`src/rtl/prog_loader_if.sv`:
```
// Stream, memory write port and CPU control bundle between the boot loader and its surroundings.
// master: the loader; slave: stream source, program memory and CPU core.
interface prog_loader_if #(
  parameter int ADDR_W = 8
);
  logic              in_valid;
  logic [7:0]        in_data;
  logic              in_ready;
  logic              halt;
  logic              mem_we;
  logic [ADDR_W-1:0] mem_addr;
  logic [7:0]        mem_wdata;
  logic              cpu_rst;
  logic              done;
  logic              err;

  modport master (
    input  in_valid, in_data, halt,
    output in_ready, mem_we, mem_addr, mem_wdata, cpu_rst, done, err
  );

  modport slave (
    output in_valid, in_data, halt,
    input  in_ready, mem_we, mem_addr, mem_wdata, cpu_rst, done, err
  );
endinterface

```
`src/rtl/prog_loader.sv`:
```
// Boot-time program loader: length-prefixed byte stream -> CPU program memory, then releases the CPU.
// Optional trailing checksum byte is enabled with `define LOADER_CHECKSUM_EN.
module prog_loader #(
  parameter int                ADDR_W    = 8,
  parameter logic [ADDR_W-1:0] BASE_ADDR = '0
) (
  input logic           clk,
  input logic           rst,
  prog_loader_if.master bus
);

  typedef enum logic [2:0] {
    ST_LEN,
    ST_DATA,
    ST_CSUM,
    ST_RUN,
    ST_ERROR
  } state_t;

`ifdef LOADER_CHECKSUM_EN
  localparam state_t POST_DATA = ST_CSUM;
`else
  localparam state_t POST_DATA = ST_RUN;
`endif

  state_t            state;
  state_t            state_next;
  logic              in_ready;
  logic              ready_next;
  logic              mem_we;
  logic              we_next;
  logic              cpu_rst;
  logic              cpu_rst_next;
  logic              done;
  logic              done_next;
  logic              err;
  logic              err_next;
  logic [ADDR_W-1:0] mem_addr;
  logic [7:0]        mem_wdata;
  logic [ADDR_W-1:0] addr;
  logic [7:0]        count;
  logic              xfer;

`ifdef LOADER_CHECKSUM_EN
  logic [7:0]        sum;
  logic [7:0]        csum_total;
  assign csum_total = sum + bus.in_data;
`endif

  assign xfer = bus.in_valid && in_ready;

  always_ff @(posedge clk) begin
    if (rst) begin
      state    <= ST_LEN;
      in_ready <= 1'b0;
      mem_we   <= 1'b0;
      cpu_rst  <= 1'b1;
      done     <= 1'b0;
      err      <= 1'b0;
    end else begin
      state    <= state_next;
      in_ready <= ready_next;
      mem_we   <= we_next;
      cpu_rst  <= cpu_rst_next;
      done     <= done_next;
      err      <= err_next;
    end
  end

  // done/cpu_rst follow the state one edge late so the last write lands before the CPU fetches.
  always_comb begin
    state_next = state;
    we_next    = 1'b0;
    case (state)
      ST_LEN: begin
        if (xfer) state_next = (bus.in_data == 8'd0) ? POST_DATA : ST_DATA;
      end
      ST_DATA: begin
        if (xfer) begin
          we_next = 1'b1;
          if (count == 8'd1) state_next = POST_DATA;
        end
      end
      ST_CSUM: begin
`ifdef LOADER_CHECKSUM_EN
        if (xfer) state_next = (csum_total == 8'd0) ? ST_RUN : ST_ERROR;
`endif
      end
      ST_RUN: begin
        if (bus.halt) state_next = ST_LEN;
      end
      ST_ERROR: begin
        state_next = ST_ERROR;
      end
      default: state_next = ST_LEN;
    endcase
    ready_next   = (state_next == ST_LEN) || (state_next == ST_DATA) ||
                   (state_next == ST_CSUM);
    done_next    = (state == ST_RUN) && !bus.halt;
    cpu_rst_next = !done_next;
`ifdef LOADER_CHECKSUM_EN
    err_next     = (state_next == ST_ERROR);
`else
    err_next     = 1'b0;
`endif
  end

  // Address/count/checksum datapath and the registered write port.
  always_ff @(posedge clk) begin
    if (rst) begin
      addr      <= BASE_ADDR;
      count     <= 8'd0;
      mem_addr  <= BASE_ADDR;
      mem_wdata <= 8'd0;
`ifdef LOADER_CHECKSUM_EN
      sum       <= 8'd0;
`endif
    end else begin
      if (state == ST_LEN) begin
`ifdef LOADER_CHECKSUM_EN
        sum <= 8'd0;
`endif
        if (xfer) begin
          count <= bus.in_data;
          addr  <= BASE_ADDR;
        end
      end
      if (state == ST_DATA && xfer) begin
        mem_addr  <= addr;
        mem_wdata <= bus.in_data;
        addr      <= addr + ADDR_W'(1);
        count     <= count - 8'd1;
`ifdef LOADER_CHECKSUM_EN
        sum       <= csum_total;
`endif
      end
    end
  end

  assign bus.in_ready  = in_ready;
  assign bus.mem_we    = mem_we;
  assign bus.mem_addr  = mem_addr;
  assign bus.mem_wdata = mem_wdata;
  assign bus.cpu_rst   = cpu_rst;
  assign bus.done      = done;
  assign bus.err       = err;

endmodule

```
`src/flat_wrapper.sv`:
```
// flat-port wrapper written by rule: the top's interface ports become plain ports
module prog_loader_flat 
#(
  parameter int                ADDR_W    = 8,
  parameter logic [ADDR_W-1:0] BASE_ADDR = '0
)
  (clk, rst, bus_in_valid, bus_in_data, bus_halt, bus_in_ready, bus_mem_we, bus_mem_addr, bus_mem_wdata, bus_cpu_rst, bus_done, bus_err);
  prog_loader_if #(.ADDR_W(ADDR_W)) bus_i ();
  input logic clk;
  input logic rst;
  input wire logic [$bits(bus_i.in_valid)-1:0] bus_in_valid;
  input wire logic [$bits(bus_i.in_data)-1:0] bus_in_data;
  input wire logic [$bits(bus_i.halt)-1:0] bus_halt;
  output wire logic [$bits(bus_i.in_ready)-1:0] bus_in_ready;
  output wire logic [$bits(bus_i.mem_we)-1:0] bus_mem_we;
  output wire logic [$bits(bus_i.mem_addr)-1:0] bus_mem_addr;
  output wire logic [$bits(bus_i.mem_wdata)-1:0] bus_mem_wdata;
  output wire logic [$bits(bus_i.cpu_rst)-1:0] bus_cpu_rst;
  output wire logic [$bits(bus_i.done)-1:0] bus_done;
  output wire logic [$bits(bus_i.err)-1:0] bus_err;
  assign bus_i.in_valid = bus_in_valid;
  assign bus_i.in_data = bus_in_data;
  assign bus_i.halt = bus_halt;
  assign bus_in_ready = bus_i.in_ready;
  assign bus_mem_we = bus_i.mem_we;
  assign bus_mem_addr = bus_i.mem_addr;
  assign bus_mem_wdata = bus_i.mem_wdata;
  assign bus_cpu_rst = bus_i.cpu_rst;
  assign bus_done = bus_i.done;
  assign bus_err = bus_i.err;
  prog_loader #(.ADDR_W(ADDR_W), .BASE_ADDR(BASE_ADDR)) u_core (.clk(clk), .rst(rst), .bus(bus_i));
endmodule
```
`config.mk`:
```
export PLATFORM = sky130hd
export DESIGN_NAME = prog_loader_flat
export DESIGN_NICKNAME = d
export VERILOG_FILES = /design/src/rtl/prog_loader_if.sv /design/src/rtl/prog_loader.sv /design/src/flat_wrapper.sv
export SDC_FILE = /design/constraint.sdc
export NUM_CORES = 1
export LEC_CHECK = 0
export CAP_MARGIN = 20
export CORE_ASPECT_RATIO = 1.5
export CORE_MARGIN = 1
export CORE_UTILIZATION = 40
export DETAILED_ROUTE_END_ITERATION = 10
export GPL_TIMING_DRIVEN = 0
export HOLD_SLACK_MARGIN = 0.05
export MAX_ROUTING_LAYER = met4
export PLACE_DENSITY = 0.62
export SETUP_SLACK_MARGIN = 0.5
export SKIP_LAST_GASP = 1
export SYNTH_ARGS = -nofsm -noshare
export SYNTH_HDL_FRONTEND = slang
export SYNTH_SLANG_ARGS = --single-unit
```
`constraint.sdc`:
```
create_clock -name clk -period 2 [get_ports clk]
set_input_delay 0.4 -clock clk [delete_from_list [all_inputs] [get_ports clk]]
set_output_delay 0.4 -clock clk [all_outputs]
set_load 0.01 [all_outputs]
```
==> results.tsv <==
stage	metric	value	unit
power	pwr dens	658	nW/um^2
synth	Post-Synth Adder-Cell Area	2.16	%
timing	fin crit share	76.3	%
final_layout	share of post-route cells with drive strength above 1	20.6	%
synth	Synthesized Nets	218	
synth	Compound-Gate Fraction of Synth Area	15.8	%
worst_setup_path	Worst R2R End	u_core.bus.in_ready	
final_layout	leading cell type in the layout, fill and taps excluded	nand2_1	
floorplan	# IOs	33	
power	Tot Pwr	1.54	mW
grt	antenna violations before repair	0	
synth	Avg Cell Area, Syn	8.57	sq um
routing	drt total wl	4.12	mm
grt	met2 GRT Util	32.5	%
timing	shortest period the worst path allows	1.53	ns
synth	most used flip-flop cell after synthesis	dfxtp_1	
run_status	status	completed	
clocking	H-tree Lvls	2	
timing	fmax	656	MHz
synth	largest family of logic cells by synthesized area	simple AND/OR/NAND/NOR gates	
floorplan	core area	4210	sq um
hold_path	HP Start	bus_in_data[4]	
floorplan	row cnt	29	
floorplan	Initial Utilization	41.3	%
timing	Max Slew Vio Count	0	
final_layout	commonest cells after routing, fill and taps aside	nand2_1 (36), dfxtp_1 (33), a21oi_1 (24), dlygate4sd2_1 (24), nor2_1 (14)	
timing	measured slew at the worst slew-check pin	0.522	ns
place	post-DP HPWL	2.85	mm
synth	synth warn	0	
timing	clock skew	0.00847	ns
grt	largest net degree at the start of global routing	12	
worst_setup_path	Reg2Reg Launch Point	u_core.count[5]	
synth	cell area after synthesis	1740	sq um
routing	Post-DRT Antenna Nets	0	
routing	via count	1562	
worst_setup_path	CP required	2.18	ns
synth	Post-synth EDFFs	0	
routing	DRC violations left	0	
grt	first-pass GRT wire length	6.35	mm
flow_run	number of max-cap violations	0	
worst_setup_path	reg-to-reg slack, setup	0.50	ns
worst_setup_path	Worst R2R Path Depth	4	
grt	Most Crowded Layer GR	met2	
clocking	Worst-Skew Late Latency	0.29	ns
synth	fraction of synthesized area in multiplexers	1.94	%
synth	Post-Syn Instances	203	
place	routability cong.	0.745	
floorplan	Die H	82.8	um
grt	M1 GR Usage	20.6	%
floorplan	overall die area	4620	sq um
grt	aggregate global routing overflow	0	
synth	ys async rst share	0	%
routing	average routed wire per standard cell	14.0	um
hold_path	endpoint with the worst hold slack	u_core.bus.mem_wdata[4]	
synth	fraction of the mapped netlist area in simple logic gates	27.7	%
timing	Min Hold Slack	0.361	ns
worst_setup_path	Worst setup EP type	flop	
clocking	CTS tree	done	
synth	post-synth cell types	46	
timing	RSZ-0062 raised after global routing	true	
grt	All-Layer GR Usage	18.5	%
worst_setup_path	worst path arrival time	1.71	ns
grt	number of global-route vias before repair	1335	
floorplan	chip width	55.8	um
place	PortBufs	31	
final_layout	Nets	262	
power	leakage	0.986	nW
synth	post-synthesis xor/xnor area fraction	2.01	%
routing	drt first pass iters	4	
grt	GRT met3 Usage	4.83	%
final_layout	Area Growth Syn to Fin	34.1	%
clocking	Root Buffer	clkbuf_8	
synth	sequential-to-total area share from yosys stat	44.9	%
hold_path	HP Class	in -> reg	
worst_setup_path	Crit Path Max Fanout	3	
timing	Fin. Hold Viols	0	
clocking	number of clock sinks	39	
hold_path	WHS Path Cells	3	
clocking	clk buf depth	2	
routing	vias per cell	5.31	
routing	violation count after the first detailed-route iteration	25	
worst_setup_path	critical path class	in -> reg	
timing	Slew headroom	65.2	%
timing	setup TNS	0	ns
timing	final setup violation count	0	
synth	count of state elements after synthesis	39	
power	maximum vdd drop	534	uV
clocking	clock-pin transition on the worst setup and hold timing paths	0.07	ns
clocking	cts bufs inserted	5	
worst_setup_path	Setup crit start kind	input pin	
final_layout	Diodes inserted	0	
## cell usage after synthesis, drive strengths merged, types with 3 or more instances
cell    number  share of area [%]
a21oi       24                6.9
buf          7                2.6
clkbuf       7                1.6
dfxtp       39                 45
ha           3                2.2
inv          5                1.1
mux2         3                1.9
nand2       36                7.8
nor2        16                3.6
nor3         7                2.0
nor3b        9                3.9
o22ai        3                1.1
o311a        3                1.7
or4          3                1.5
## flip-flops by register name, summed over array words and instances (netlist names)
name	flops
u_core.count	8
u_core.state	3
u_core.bus.cpu_rst	1
u_core.bus.mem_we	1
u_core.bus.mem_wdata	8
u_core.bus.done	1
u_core.bus.in_ready	1
u_core.bus.mem_addr	8
u_core.addr	8
## timing repair
action | CTS | global route
setup endpoints to repair | 54 | 27
hold buffers | 0 | 0
setup buffers | 1 | 4
gates cloned | 0 | 1
gates resized for setup | 46 | 28
pin swaps | 3 | 6
## routing by layer
metal	routed length [um]	up-vias
li1	-	803
met1	1870	728
met2	2100	26
met3	115	5
met4	46	0
met5	0	-
## power by group
group          switching, mW  internal [mW]  leakage [nW]
Sequential            0.0195          0.792         0.319
Clock                  0.266          0.245        0.0422
Combinational          0.111          0.101         0.624
Total                  0.397           1.14         0.986
## through the flow
step	util [%]	instances	instance area, sq um	setup slack (ns)
final	55.4	294	2330	0.475
after global routing	55.4	294	2330	0.431
after CTS	53.1	289	2240	0.406
after detailed placement	50.3	280	2120	-0.129
after global placement	50.3	280	2120	-0.142
after floorplan	-	203	1750	0.454
## logic make-up after synthesis
kind of cell               count (synthesis)
adders and majority gates                  3
other                                      1
muxes                                      3
xor gates and xnor gates                   4
and+or+nand+nor                           90
buffers and inverters                     19
AOI/OAI and AO/OA                         44
DFF                                       39
## worst max-delay path, cell delays in order
cell,delay [ns]
dlygate4sd2_1,0.27
or4_4,0.56
o41ai_4,0.22
a211oi_2,0.09
o21a_1,0.17
## how the worst max path moves through the flow
stage | startpoint | slack (ns) | cells after the start | end
final | bus_in_data[2] | 0.47 | 5 | u_core.bus.in_ready
after global routing | u_core.bus.in_ready | 0.43 | 4 | u_core.count[0]
after CTS | bus_in_data[2] | 0.41 | 5 | u_core.bus.in_ready
after detailed placement | bus_in_data[0] | -0.13 | 5 | u_core.bus.in_ready
after global placement | bus_in_data[7] | -0.14 | 5 | u_core.bus.in_ready
after floorplan | bus_in_data[0] | 0.45 | 4 | u_core.bus.in_ready
## layout make-up
| cell class | instances | area, sq um |
|---|---|---|
| tap | 46 | 57.6 |
| clock inverter | 1 | 5.00 |
| buffer | 14 | 110 |
| fill | 405 | 1880 |
| sequential | 39 | 796 |
| clock buffer | 7 | 76.3 |
| multi-input combinational | 145 | 953 |
| inverter | 5 | 18.8 |
| timing repair buffer | 37 | 315 |
(Power assumes the default switching activity.)
